[src/rtl/canny_pkg.sv]
// Shared definitions for the Canny edge pipeline: frame-controller state encoding
// and default raster dimensions.
package canny_pkg;

  typedef enum logic [1:0] {
    S_IDLE  = 2'd0,
    S_PRIME = 2'd1,
    S_RUN   = 2'd2,
    S_FLUSH = 2'd3
  } state_e;

  localparam int DEF_IMG_W = 640;
  localparam int DEF_IMG_H = 480;

endpackage

[src/rtl/raster_cnt.sv]
// Column/row raster position counter with optional clear, advance enable and
// last-column/last-row flags. Clear and enable together load position 1.
module raster_cnt import canny_pkg::*; #(
  parameter int W = DEF_IMG_W,
  parameter int H = DEF_IMG_H
) (
  input  logic                 clk,
  input  logic                 rst,
  input  logic                 i_clr,
  input  logic                 i_en,
  output logic [$clog2(W)-1:0] o_col,
  output logic [$clog2(H)-1:0] o_row,
  output logic                 o_col_last,
  output logic                 o_row_last
);

  localparam int CW = $clog2(W);
  localparam int RW = $clog2(H);
  localparam logic [CW-1:0] COL_LAST = CW'(W - 1);
  localparam logic [RW-1:0] ROW_LAST = RW'(H - 1);

  logic [CW-1:0] r_col, w_col_base, w_col_nxt;
  logic [RW-1:0] r_row, w_row_base, w_row_nxt;

  // Clear is applied first so a clear+advance lands on the second raster position.
  always_comb begin
    w_col_base = i_clr ? '0 : r_col;
    w_row_base = i_clr ? '0 : r_row;
    w_col_nxt  = w_col_base;
    w_row_nxt  = w_row_base;
    if (i_en) begin
      if (w_col_base == COL_LAST) begin
        w_col_nxt = '0;
        w_row_nxt = (w_row_base == ROW_LAST) ? '0 : w_row_base + RW'(1);
      end else begin
        w_col_nxt = w_col_base + CW'(1);
      end
    end
  end

  always_ff @(posedge clk) begin
    if (rst) begin
      r_col <= '0;
      r_row <= '0;
    end else begin
      r_col <= w_col_nxt;
      r_row <= w_row_nxt;
    end
  end

  assign o_col      = r_col;
  assign o_row      = r_row;
  assign o_col_last = (r_col == COL_LAST);
  assign o_row_last = (r_row == ROW_LAST);

endmodule

[src/rtl/nms_frame_ctrl.sv]
// Raster-frame sequencer for the 8-direction NMS stage: qualifies 3x3 window
// centres, flags border centres, drains the tail and emits latency-aligned sync.
module nms_frame_ctrl import canny_pkg::*; #(
  parameter int IMG_W   = DEF_IMG_W,
  parameter int IMG_H   = DEF_IMG_H,
  parameter int NMS_LAT = 1
) (
  input  logic clk,
  input  logic rst,
  input  logic pix_valid,
  input  logic pix_sof,
  output logic pix_ready,
  output logic win_valid,
  output logic win_border,
  output logic out_sof,
  output logic out_eol,
  output logic out_eof,
  output logic busy,
  output logic err_sof,
  output logic err_drop
);

  localparam int CW = $clog2(IMG_W);
  localparam int RW = $clog2(IMG_H);
  localparam int FW = $clog2(IMG_W + 2);

  state_e        r_state, w_state_nxt;
  logic [FW-1:0] r_flush;
  logic          w_in_clr, w_in_en, w_out_clr;
  logic [CW-1:0] w_in_col, w_out_col;
  logic [RW-1:0] w_in_row, w_out_row;
  logic          w_in_col_last, w_in_row_last, w_out_col_last, w_out_row_last;
  logic [2:0]    w_sync_in;
  logic [NMS_LAT-1:0][2:0] r_sync;

  raster_cnt #(.W(IMG_W), .H(IMG_H)) u_in_cnt (
    .clk(clk), .rst(rst), .i_clr(w_in_clr), .i_en(w_in_en),
    .o_col(w_in_col), .o_row(w_in_row),
    .o_col_last(w_in_col_last), .o_row_last(w_in_row_last)
  );

  raster_cnt #(.W(IMG_W), .H(IMG_H)) u_out_cnt (
    .clk(clk), .rst(rst), .i_clr(w_out_clr), .i_en(win_valid),
    .o_col(w_out_col), .o_row(w_out_row),
    .o_col_last(w_out_col_last), .o_row_last(w_out_row_last)
  );

  // The first centre (o=0) becomes valid once input index IMG_W+1 (row 1, col 1) arrives.
  always_comb begin
    w_state_nxt = r_state;
    pix_ready   = 1'b1;
    win_valid   = 1'b0;
    w_in_clr    = 1'b0;
    w_in_en     = 1'b0;
    w_out_clr   = 1'b0;
    case (r_state)
      S_IDLE: begin
        if (pix_valid && pix_sof) begin
          w_state_nxt = S_PRIME;
          w_in_clr    = 1'b1;
          w_in_en     = 1'b1;
          w_out_clr   = 1'b1;
        end
      end
      S_PRIME, S_RUN: begin
        if (pix_valid && pix_sof) begin
          w_state_nxt = S_PRIME;
          w_in_clr    = 1'b1;
          w_in_en     = 1'b1;
          w_out_clr   = 1'b1;
        end else if (pix_valid) begin
          w_in_en = 1'b1;
          if (r_state == S_RUN) begin
            win_valid = 1'b1;
            if (w_in_row_last && w_in_col_last) w_state_nxt = S_FLUSH;
          end else if (w_in_row == RW'(1) && w_in_col == CW'(1)) begin
            win_valid   = 1'b1;
            w_state_nxt = S_RUN;
          end
        end
      end
      S_FLUSH: begin
        pix_ready = 1'b0;
        win_valid = 1'b1;
        if (r_flush == FW'(IMG_W)) w_state_nxt = S_IDLE;
      end
      default: w_state_nxt = S_IDLE;
    endcase
  end

  always_ff @(posedge clk) begin
    if (rst) r_state <= S_IDLE;
    else     r_state <= w_state_nxt;
  end

  always_ff @(posedge clk) begin
    if (rst || r_state != S_FLUSH) r_flush <= '0;
    else                           r_flush <= r_flush + FW'(1);
  end

  always_ff @(posedge clk) begin
    if (rst) begin
      err_sof  <= 1'b0;
      err_drop <= 1'b0;
    end else begin
      if (pix_valid && pix_sof && (r_state == S_PRIME || r_state == S_RUN)) err_sof <= 1'b1;
      if (pix_valid && !pix_ready) err_drop <= 1'b1;
    end
  end

  assign win_border = (w_out_row == '0) || w_out_row_last || (w_out_col == '0) || w_out_col_last;
  assign busy       = (r_state != S_IDLE);

  // Sync flags are taken at the window cycle and delayed to match the NMS result.
  assign w_sync_in[2] = win_valid && (w_out_row == '0) && (w_out_col == '0);
  assign w_sync_in[1] = win_valid && w_out_col_last;
  assign w_sync_in[0] = win_valid && w_out_col_last && w_out_row_last;

  always_ff @(posedge clk) begin
    if (rst) begin
      r_sync <= '0;
    end else begin
      for (int k = NMS_LAT - 1; k > 0; k--) r_sync[k] <= r_sync[k-1];
      r_sync[0] <= w_sync_in;
    end
  end

  assign out_sof = r_sync[NMS_LAT-1][2];
  assign out_eol = r_sync[NMS_LAT-1][1];
  assign out_eof = r_sync[NMS_LAT-1][0];

endmodule

[config.mk]
export PLATFORM = sky130hd
export DESIGN_NAME = nms_frame_ctrl
export DESIGN_NICKNAME = d
export VERILOG_FILES = /design/src/rtl/canny_pkg.sv /design/src/rtl/raster_cnt.sv /design/src/rtl/nms_frame_ctrl.sv
export SDC_FILE = /design/constraint.sdc
export NUM_CORES = 1
export LEC_CHECK = 0
export ABC_AREA = 0
export BUFFER_PORTS_ARGS = -buffer_cell sky130_fd_sc_hd__buf_4
export CORE_UTILIZATION = 45
export CTS_CLUSTER_DIAMETER = 40
export DETAILED_ROUTE_END_ITERATION = 12
export PLACE_DENSITY_LB_ADDON = 0.08
export SKIP_CTS_REPAIR_TIMING = 1
export SLEW_MARGIN = 15
export SYNTH_ARGS = -nofsm -noshare
export SYNTH_HDL_FRONTEND = slang
export SYNTH_SLANG_ARGS = --single-unit
[constraint.sdc]
create_clock -name clk -period 3.6 [get_ports clk]
set_input_delay 0 -clock clk [delete_from_list [all_inputs] [get_ports clk]]
set_output_delay 0 -clock clk [all_outputs]
set_load 0.01 [all_outputs]
=== Yosys cells after proc, flatten, opt, wreduce, memory -nomap -nowiden ===
Cells that the tools add are included.

* Add/sub/neg operators: 5
* Equal/unequal tests: 20
* Multiplexer cells: 33
* Reduce and logical (&&, ||, !) cells: 21

{| class="wikitable"
|+ Operators with widths
! cell !! count
|-
| $mux W9 || 8
|-
| $mux W10 || 6
|-
| $eq A10 B10 Y1 const B || 5
|-
| $eq A9 B9 Y1 const B || 4
|-
| $add A10 B1 Y10 const B || 3
|-
| $add A9 B1 Y9 const B || 2
|-
| $mux W2 || 7
|-
| $eq A10 B1 Y1 const B || 1
|-
| $logic_not A10 Y1 || 1
|-
| $eq A9 B1 Y1 const B || 1
|-
| $logic_and A1 B1 Y1 || 9
|-
| $logic_not A9 Y1 || 1
|-
| $mux W1 || 9
|-
| $ne A4 B4 Y1 const B || 2
|-
| $ne A2 B2 Y1 const B || 3
|-
| $pmux W2 S3 || 1
|-
| $logic_or A1 B1 Y1 || 5
|-
| $reduce_and A5 Y1 || 1
|-
| $eq A2 B2 Y1 const B || 2
|-
| $pmux W1 S2 || 2
|-
| $ne A3 B3 Y1 const B || 1
|-
| $reduce_or A3 Y1 || 1
|-
| $eq A2 B1 Y1 const B || 1
|-
| $logic_not A2 Y1 || 1
|-
| 2 further kinds || 2
|}

* Register bits: 55
* Input bits: 4
* Output and inout port bits: 9
* Word-level logic and storage cells: 88

=== Logic depth before layout (Yosys ltp) ===
* Depth in word-level cells: 9
* Mapped depth: 12

=== Modules after synthesis ===
Synthesis repeated with hierarchy kept, for this count alone.

* Cell total of the unflattened synthesis: 356
* Area total of the unflattened synthesis: 3,020.4 µm²

{| class="wikitable"
|+ By module, submodules not included
! module !! times used !! cells an instance !! area each (µm²)
|-
| raster_cnt || 2 || 122 || 1,037.2
|-
| nms_frame_ctrl || 1 || 112 || 945.9
|}

=== Worst setup path before layout ===
Ideal clock, no wire load.

* Path kind: register to register
* Start: register r_state[0]
* End: register u_in_cnt.r_row[8] (netlist: u_in_cnt.o_row[8])
* Setup time: 0.072 ns
* Arrival: 2.774 ns
* Path slack: 0.754 ns
* Cell stages (with the launch flop): 12
* Buffers on the path: 2
* Period minus slack after synthesis: 2.846 ns
* Cell sequence: dfxtp_1 > ha_1 > nand3b_1 > clkbuf_1 > clkbuf_1 > and2_1 > ha_1 > nand3b_1 > and4bb_2 > nand4_4 > or4b_1 > a21oi_1

* Word-level cells in the longest chain between the ends: 8
* Elaborated cells between the ends (all ways): 15

{| class="wikitable"
|+ Ends and longest elaborated chain
! item !! RTL line !! text
|-
| start: declaration || nms_frame_ctrl.sv:27 || <nowiki>state_e r_state, w_state_nxt;</nowiki>
|-
| start signal: assignment || nms_frame_ctrl.sv:93 || <nowiki>else r_state <= w_state_nxt;</nowiki>
|-
| $eq A2 B1 Y1, or another cell as far along || nms_frame_ctrl.sv:56 || <nowiki>case (r_state)</nowiki>
|-
| $reduce_or A3 Y1 (no source line) || -- ||
|-
| $mux W1 || -- ||
|-
| $mux W9 || raster_cnt.sv:28 || <nowiki>w_row_base = i_clr ? '0 : r_row;</nowiki>
|-
| $add A9 B1 Y9 / $eq A9 B9 Y1 (equally long branches) || raster_cnt.sv:34 || <nowiki>w_row_nxt = (w_row_base == ROW_LAST) ? '0 : w_row_base + RW'(1);</nowiki>
|-
| $mux W9 || raster_cnt.sv:34 ||
|-
| $mux W9 || raster_cnt.sv:32 || <nowiki>if (w_col_base == COL_LAST) begin</nowiki>
|-
| $mux W9 * || raster_cnt.sv:31 || <nowiki>if (i_en) begin</nowiki>
|-
| end signal: assignment || raster_cnt.sv:47 || <nowiki>r_row <= w_row_nxt;</nowiki>
|-
| end: declaration || raster_cnt.sv:23 || <nowiki>logic [RW-1:0] r_row, w_row_base, w_row_nxt;</nowiki>
|}

Every way passes the cells marked *; elsewhere a longest branch is shown, timed or not.
A chain may end at the register's enable or synchronous reset.

=== Worst setup path in the final report ===
* Start: register r_state[0]
* End: register u_out_cnt.r_row[6] (netlist: u_out_cnt.o_row[6])

* Word-level cells in the longest chain between the ends: 8
* Elaborated cells between the ends (all ways): 19

{| class="wikitable"
|+ Ends and longest elaborated chain
! item !! RTL line
|-
| $eq A2 B1 Y1, or another cell as far along || nms_frame_ctrl.sv:56
|-
| $reduce_or A3 Y1 (no source line) || --
|-
| $mux W1 || --
|-
| $mux W9 || raster_cnt.sv:28
|-
| $add A9 B1 Y9 / $eq A9 B9 Y1 (equally long branches) || raster_cnt.sv:34
|-
| $mux W9 || raster_cnt.sv:34
|-
| $mux W9 || raster_cnt.sv:32
|-
| $mux W9 * || raster_cnt.sv:31
|-
| end signal: assignment || raster_cnt.sv:47
|-
| end: declaration || raster_cnt.sv:23
|}

Marked as above.

==> impl_metrics.prom <==
# TYPE chip_impl_metric gauge
chip_impl_metric{name="clk_path_buf_depth",unit=""} 2
chip_impl_metric{name="cap_violations",unit=""} 0
chip_impl_metric{name="cts-buffers-inserted",unit=""} 5
chip_impl_info{name="timing.hold.worst.class",value="primary input to register"} 1
chip_impl_metric{name="grt_first_pass_wirelength",unit="mm"} 11.60
chip_impl_metric{name="globalRouteMet3Util",unit=""} 0.03835
chip_impl_metric{name="critical_path_required",unit="ps"} 3810
chip_impl_metric{name="cts_htree_levels",unit=""} 2
chip_impl_info{name="holdPathEnd",value="err_drop$_SDFFE_PP0P_"} 1
chip_impl_metric{name="postRouteAntennaNets",unit=""} 0
chip_impl_metric{name="die-height",unit="um"} 84.27
chip_impl_metric{name="synth_simple_gate_area_frac",unit=""} 0.3307
chip_impl_metric{name="async_flop_share",unit=""} 0
chip_impl_metric{name="finalCritPeriodShare",unit=""} 0.8293
chip_impl_info{name="synth_top_cells_by_area",value="dfxtp_1, ha_1, nor2_1, a21oi_1, nand2_1"} 1
chip_impl_metric{name="numPortBuffers",unit=""} 12
chip_impl_metric{name="syn_avg_cell_area",unit="um^2"} 8.344
chip_impl_info{name="tritoncts",value="done"} 1
chip_impl_info{name="violations",value="DRC, hold timing"} 1
chip_impl_metric{name="min_delay_path_depth",unit=""} 3
chip_impl_metric{name="path_max_fanout",unit=""} 22
chip_impl_metric{name="yosys-mux-area-fraction",unit=""} 0.003287
chip_impl_info{name="busiest_layer",value="met2"} 1
chip_impl_metric{name="grtUsageMet2",unit=""} 0.3249
chip_impl_info{name="timing.critical_path.to_type",value="register"} 1
chip_impl_metric{name="drc",unit=""} 4
chip_impl_metric{name="wl_per_cell",unit="um"} 15.37
chip_impl_info{name="outcome",value="complete, but fails checks"} 1
chip_impl_metric{name="num_antenna_cells",unit=""} 0
chip_impl_metric{name="total_count_of_hold_check_failures_in_the_final_report",unit=""} 1
chip_impl_metric{name="worst-slew-pin-transition",unit="ps"} 801.4
chip_impl_metric{name="timing_max_transition_violations_final",unit=""} 0
chip_impl_metric{name="reg2regPathDepth",unit=""} 9
chip_impl_metric{name="clk_pin_slew",unit="ps"} 100
chip_impl_info{name="yosysMostFrequentCell",value="dfxtp_1"} 1
chip_impl_metric{name="vias_per_cell",unit=""} 6.069
chip_impl_metric{name="power_density",unit="mW/mm^2"} 382.1
chip_impl_metric{name="design.die.area",unit="mm^2"} 0.007101
chip_impl_metric{name="synth.top_cell.area_share",unit=""} 0.3615
chip_impl_metric{name="synth_compound_area_frac",unit=""} 0.1590
chip_impl_metric{name="leakage_power_summed_over_all_cells",unit="nW"} 1.123
chip_impl_metric{name="netlist_instances",unit=""} 365
chip_impl_metric{name="vias",unit=""} 2737
chip_impl_metric{name="synth_enable_flop_cells",unit=""} 0
chip_impl_metric{name="dpl.hpwl",unit="mm"} 4.865
chip_impl_info{name="reg2reg_from",value="r_state[0]$_SDFFE_PP0P_"} 1
chip_impl_metric{name="min_hold_slack",unit="ps"} -20.07
chip_impl_metric{name="globalRouteOverflowTotal",unit=""} 0
chip_impl_metric{name="cts.sink_count",unit=""} 55
chip_impl_info{name="synth_largest_area_cell",value="dfxtp_1"} 1
chip_impl_metric{name="slew_headroom",unit=""} 0.4608
chip_impl_metric{name="syn2layout_area_growth",unit="%"} 8.587
chip_impl_metric{name="placement_rows",unit=""} 29
chip_impl_metric{name="postSynthNetCount",unit=""} 382
chip_impl_info{name="ctsRootBufferMaster",value="clkbuf_8"} 1
chip_impl_metric{name="met1_resource_use_gr",unit=""} 0.2682
chip_impl_metric{name="layout-drive-gt1-share",unit=""} 0.09091
chip_impl_metric{name="detailed_route_iter0_violations",unit=""} 199
chip_impl_info{name="grt_setup_unrepaired",value="false"} 1
chip_impl_metric{name="peakVddDrop",unit="V"} 0.0002065
chip_impl_metric{name="synth.lib_cells_used.distinct",unit=""} 59
chip_impl_metric{name="post_synth_xor_area_fraction",unit=""} 0.05464
chip_impl_metric{name="gpl.final_weighted_congestion",unit=""} 0.8435
chip_impl_metric{name="grt_antenna_before_repair",unit=""} 0
chip_impl_metric{name="nNetsFinal",unit=""} 390
chip_impl_metric{name="worst_clock_skew",unit="ps"} 8.034
chip_impl_metric{name="fmax",unit="MHz"} 334.9
chip_impl_metric{name="core_area",unit="mm^2"} 0.006459
chip_impl_info{name="rr_endpoint",value="u_out_cnt.o_row[6]$_SDFF_PP0_"} 1
chip_impl_metric{name="first_global_vias",unit=""} 2452
chip_impl_metric{name="final_period_minus_worst_setup_slack",unit="ps"} 2986
chip_impl_metric{name="fin_setup_tns",unit="ps"} 0
chip_impl_metric{name="synth_area",unit="mm^2"} 0.003045
chip_impl_metric{name="setup_viol",unit=""} 0
chip_impl_info{name="main_combinational_cell_family_by_area_after_synthesis",value="simple AND/OR/NAND/NOR gates"} 1
chip_impl_metric{name="worst-endpoint-arrival",unit="ps"} 3200
chip_impl_info{name="critPathKind",value="register to register"} 1
chip_impl_info{name="start_kind",value="register"} 1
chip_impl_metric{name="adder_cell_share_of_the_synthesized_area",unit=""} 0.05341
chip_impl_metric{name="ys_warn_count",unit=""} 0
chip_impl_metric{name="ys_seq_elements",unit=""} 55
chip_impl_metric{name="finalCoreUtilization",unit=""} 0.5120
chip_impl_metric{name="insertion_delay",unit="ps"} 310
chip_impl_metric{name="firstDrtPassIters",unit=""} 8
chip_impl_metric{name="die_width",unit="um"} 84.27
chip_impl_metric{name="io-pin-count",unit=""} 13
chip_impl_metric{name="sequential_share_of_the_synthesized_area",unit=""} 0.3615
chip_impl_metric{name="track_usage",unit=""} 0.2019
chip_impl_metric{name="largest_net_degree_at_the_start_of_global_routing",unit=""} 29
chip_impl_metric{name="initial_utilization",unit=""} 0.4715
chip_impl_info{name="netlist_top_cells_count",value="dfxtp_1, nor2_1, nand2_1, a21oi_1, nand3_1"} 1
chip_impl_metric{name="fillerInstances",unit=""} 626
chip_impl_info{name="dominantRegCellSynth",value="dfxtp_1"} 1
chip_impl_metric{name="postRouteWirelength",unit="mm"} 6.932
chip_impl_metric{name="timing.reg2reg.setup_slack",unit="ps"} 610
chip_impl_info{name="hp-start",value="pix_valid"} 1
registers in the layout (all words and copies together), names as in the netlist, 2 cells and up:
signal,cells
r_flush,10
r_state,2
r_sync,3
u_in_cnt.o_col,10
u_in_cnt.o_row,9
u_out_cnt.o_col,10
u_out_cnt.o_row,9
cells in the final DEF, fill, tap and decap left out, types with 3 or more instances in the layout:
| master | n |
|---|---|
| a21oi_1 | 26 |
| and2_1 | 13 |
| and3_1 | 6 |
| and4bb_2 | 3 |
| buf_4 | 14 |
| clkbuf_8 | 5 |
| dfxtp_1 | 55 |
| ha_1 | 13 |
| inv_1 | 10 |
| nand2_1 | 33 |
| nand3_1 | 23 |
| nand3b_1 | 4 |
| nand4_1 | 15 |
| nor2_1 | 41 |
| nor3_1 | 10 |
| nor3b_1 | 3 |
| nor4_1 | 7 |
| o211ai_1 | 3 |
| o21ai_0 | 10 |
| o311ai_0 | 4 |
| o31ai_1 | 6 |
| or2_2 | 3 |
| or3_1 | 3 |
| or4_1 | 7 |
| xnor2_1 | 9 |
| xor2_1 | 10 |
how the worst max path moves through the flow:
| stage | startpoint | end | slack [ps] | cells after the start |
|---|---|---|---|---|
| 2_1_floorplan | r_state[0]$_SDFFE_PP0P_ | u_in_cnt.o_row[8]$_SDFF_PP0_ | 750 | 11 |
| 5_1_grt | r_state[1]$_SDFFE_PP0P_ | u_out_cnt.o_row[6]$_SDFF_PP0_ | 470 | 9 |
| 3_5_place_dp | r_state[0]$_SDFFE_PP0P_ | u_out_cnt.o_row[6]$_SDFF_PP0_ | 700 | 9 |
| 3_3_place_gp | r_state[0]$_SDFFE_PP0P_ | u_out_cnt.o_row[6]$_SDFF_PP0_ | 840 | 9 |
| 6_report | r_state[0]$_SDFFE_PP0P_ | u_out_cnt.o_row[6]$_SDFF_PP0_ | 610 | 9 |
| 4_1_cts | r_state[0]$_SDFFE_PP0P_ | u_out_cnt.o_row[6]$_SDFF_PP0_ | 670 | 9 |
stage by stage:
stage	setup WS (ps)	power (mW)	hold WS (ps)	instances	instance area, um^2
final	614.4	1.264	-20.07	451	3307
after global routing	473.8	1.323	5.649	451	3307
after CTS	672.7	1.274	-17.77	451	3307
after detailed placement	697.3	0.7891	309.1	443	3174
after global placement	839.5	0.7872	303.4	443	3174
after floorplan	753.8	0.7463	215.3	365	3045
area by class of cell:
class / count / area, um^2 / area share
Clock buffer: 6 / 72.57 / 0.02194
Tap cell: 77 / 96.34 / 0.02913
Clock inverter: 2 / 60.06 / 0.01816
Sequential cell: 55 / 1101 / 0.3330
Inverter: 11 / 41.29 / 0.01249
Timing Repair Buffer: 14 / 105.1 / 0.03178
Multi-Input combinational cell: 286 / 1831 / 0.5535
power breakdown:
group / total, mW / switching (mW) / internal [mW]
sequential: 0.629 / 0.0106 / 0.618
clock: 0.486 / 0.208 / 0.278
combinational: 0.149 / 0.0917 / 0.0569
total: 1.26 / 0.310 / 0.953
critical path, stage by stage, from the launching register on:
cell      delay, ps
dfxtp_1         430
ha_1            220
nand3b_1        410
buf_4           340
and2_1          210
ha_1            250
and4bb_2        290
nand2_1          80
or3_1           320
a221oi_1        320
kinds of logic after synthesis:
kind of cell	after synthesis
XOR/XNOR	19
AND/OR/NAND/NOR	182
multiplexers	1
adder cells (fa/ha/maj)	13
buffers and inverters	24
AO/OA/AOI/OAI	71
flip-flops	55
metal layers:
layer | up-vias | wire length [um]
li1 | 1362 | -
met3 | 8 | 325
met1 | 1281 | 3317
met5 | - | 0
met2 | 86 | 3211
met4 | 0 | 78
(Power assumes the default switching activity.)
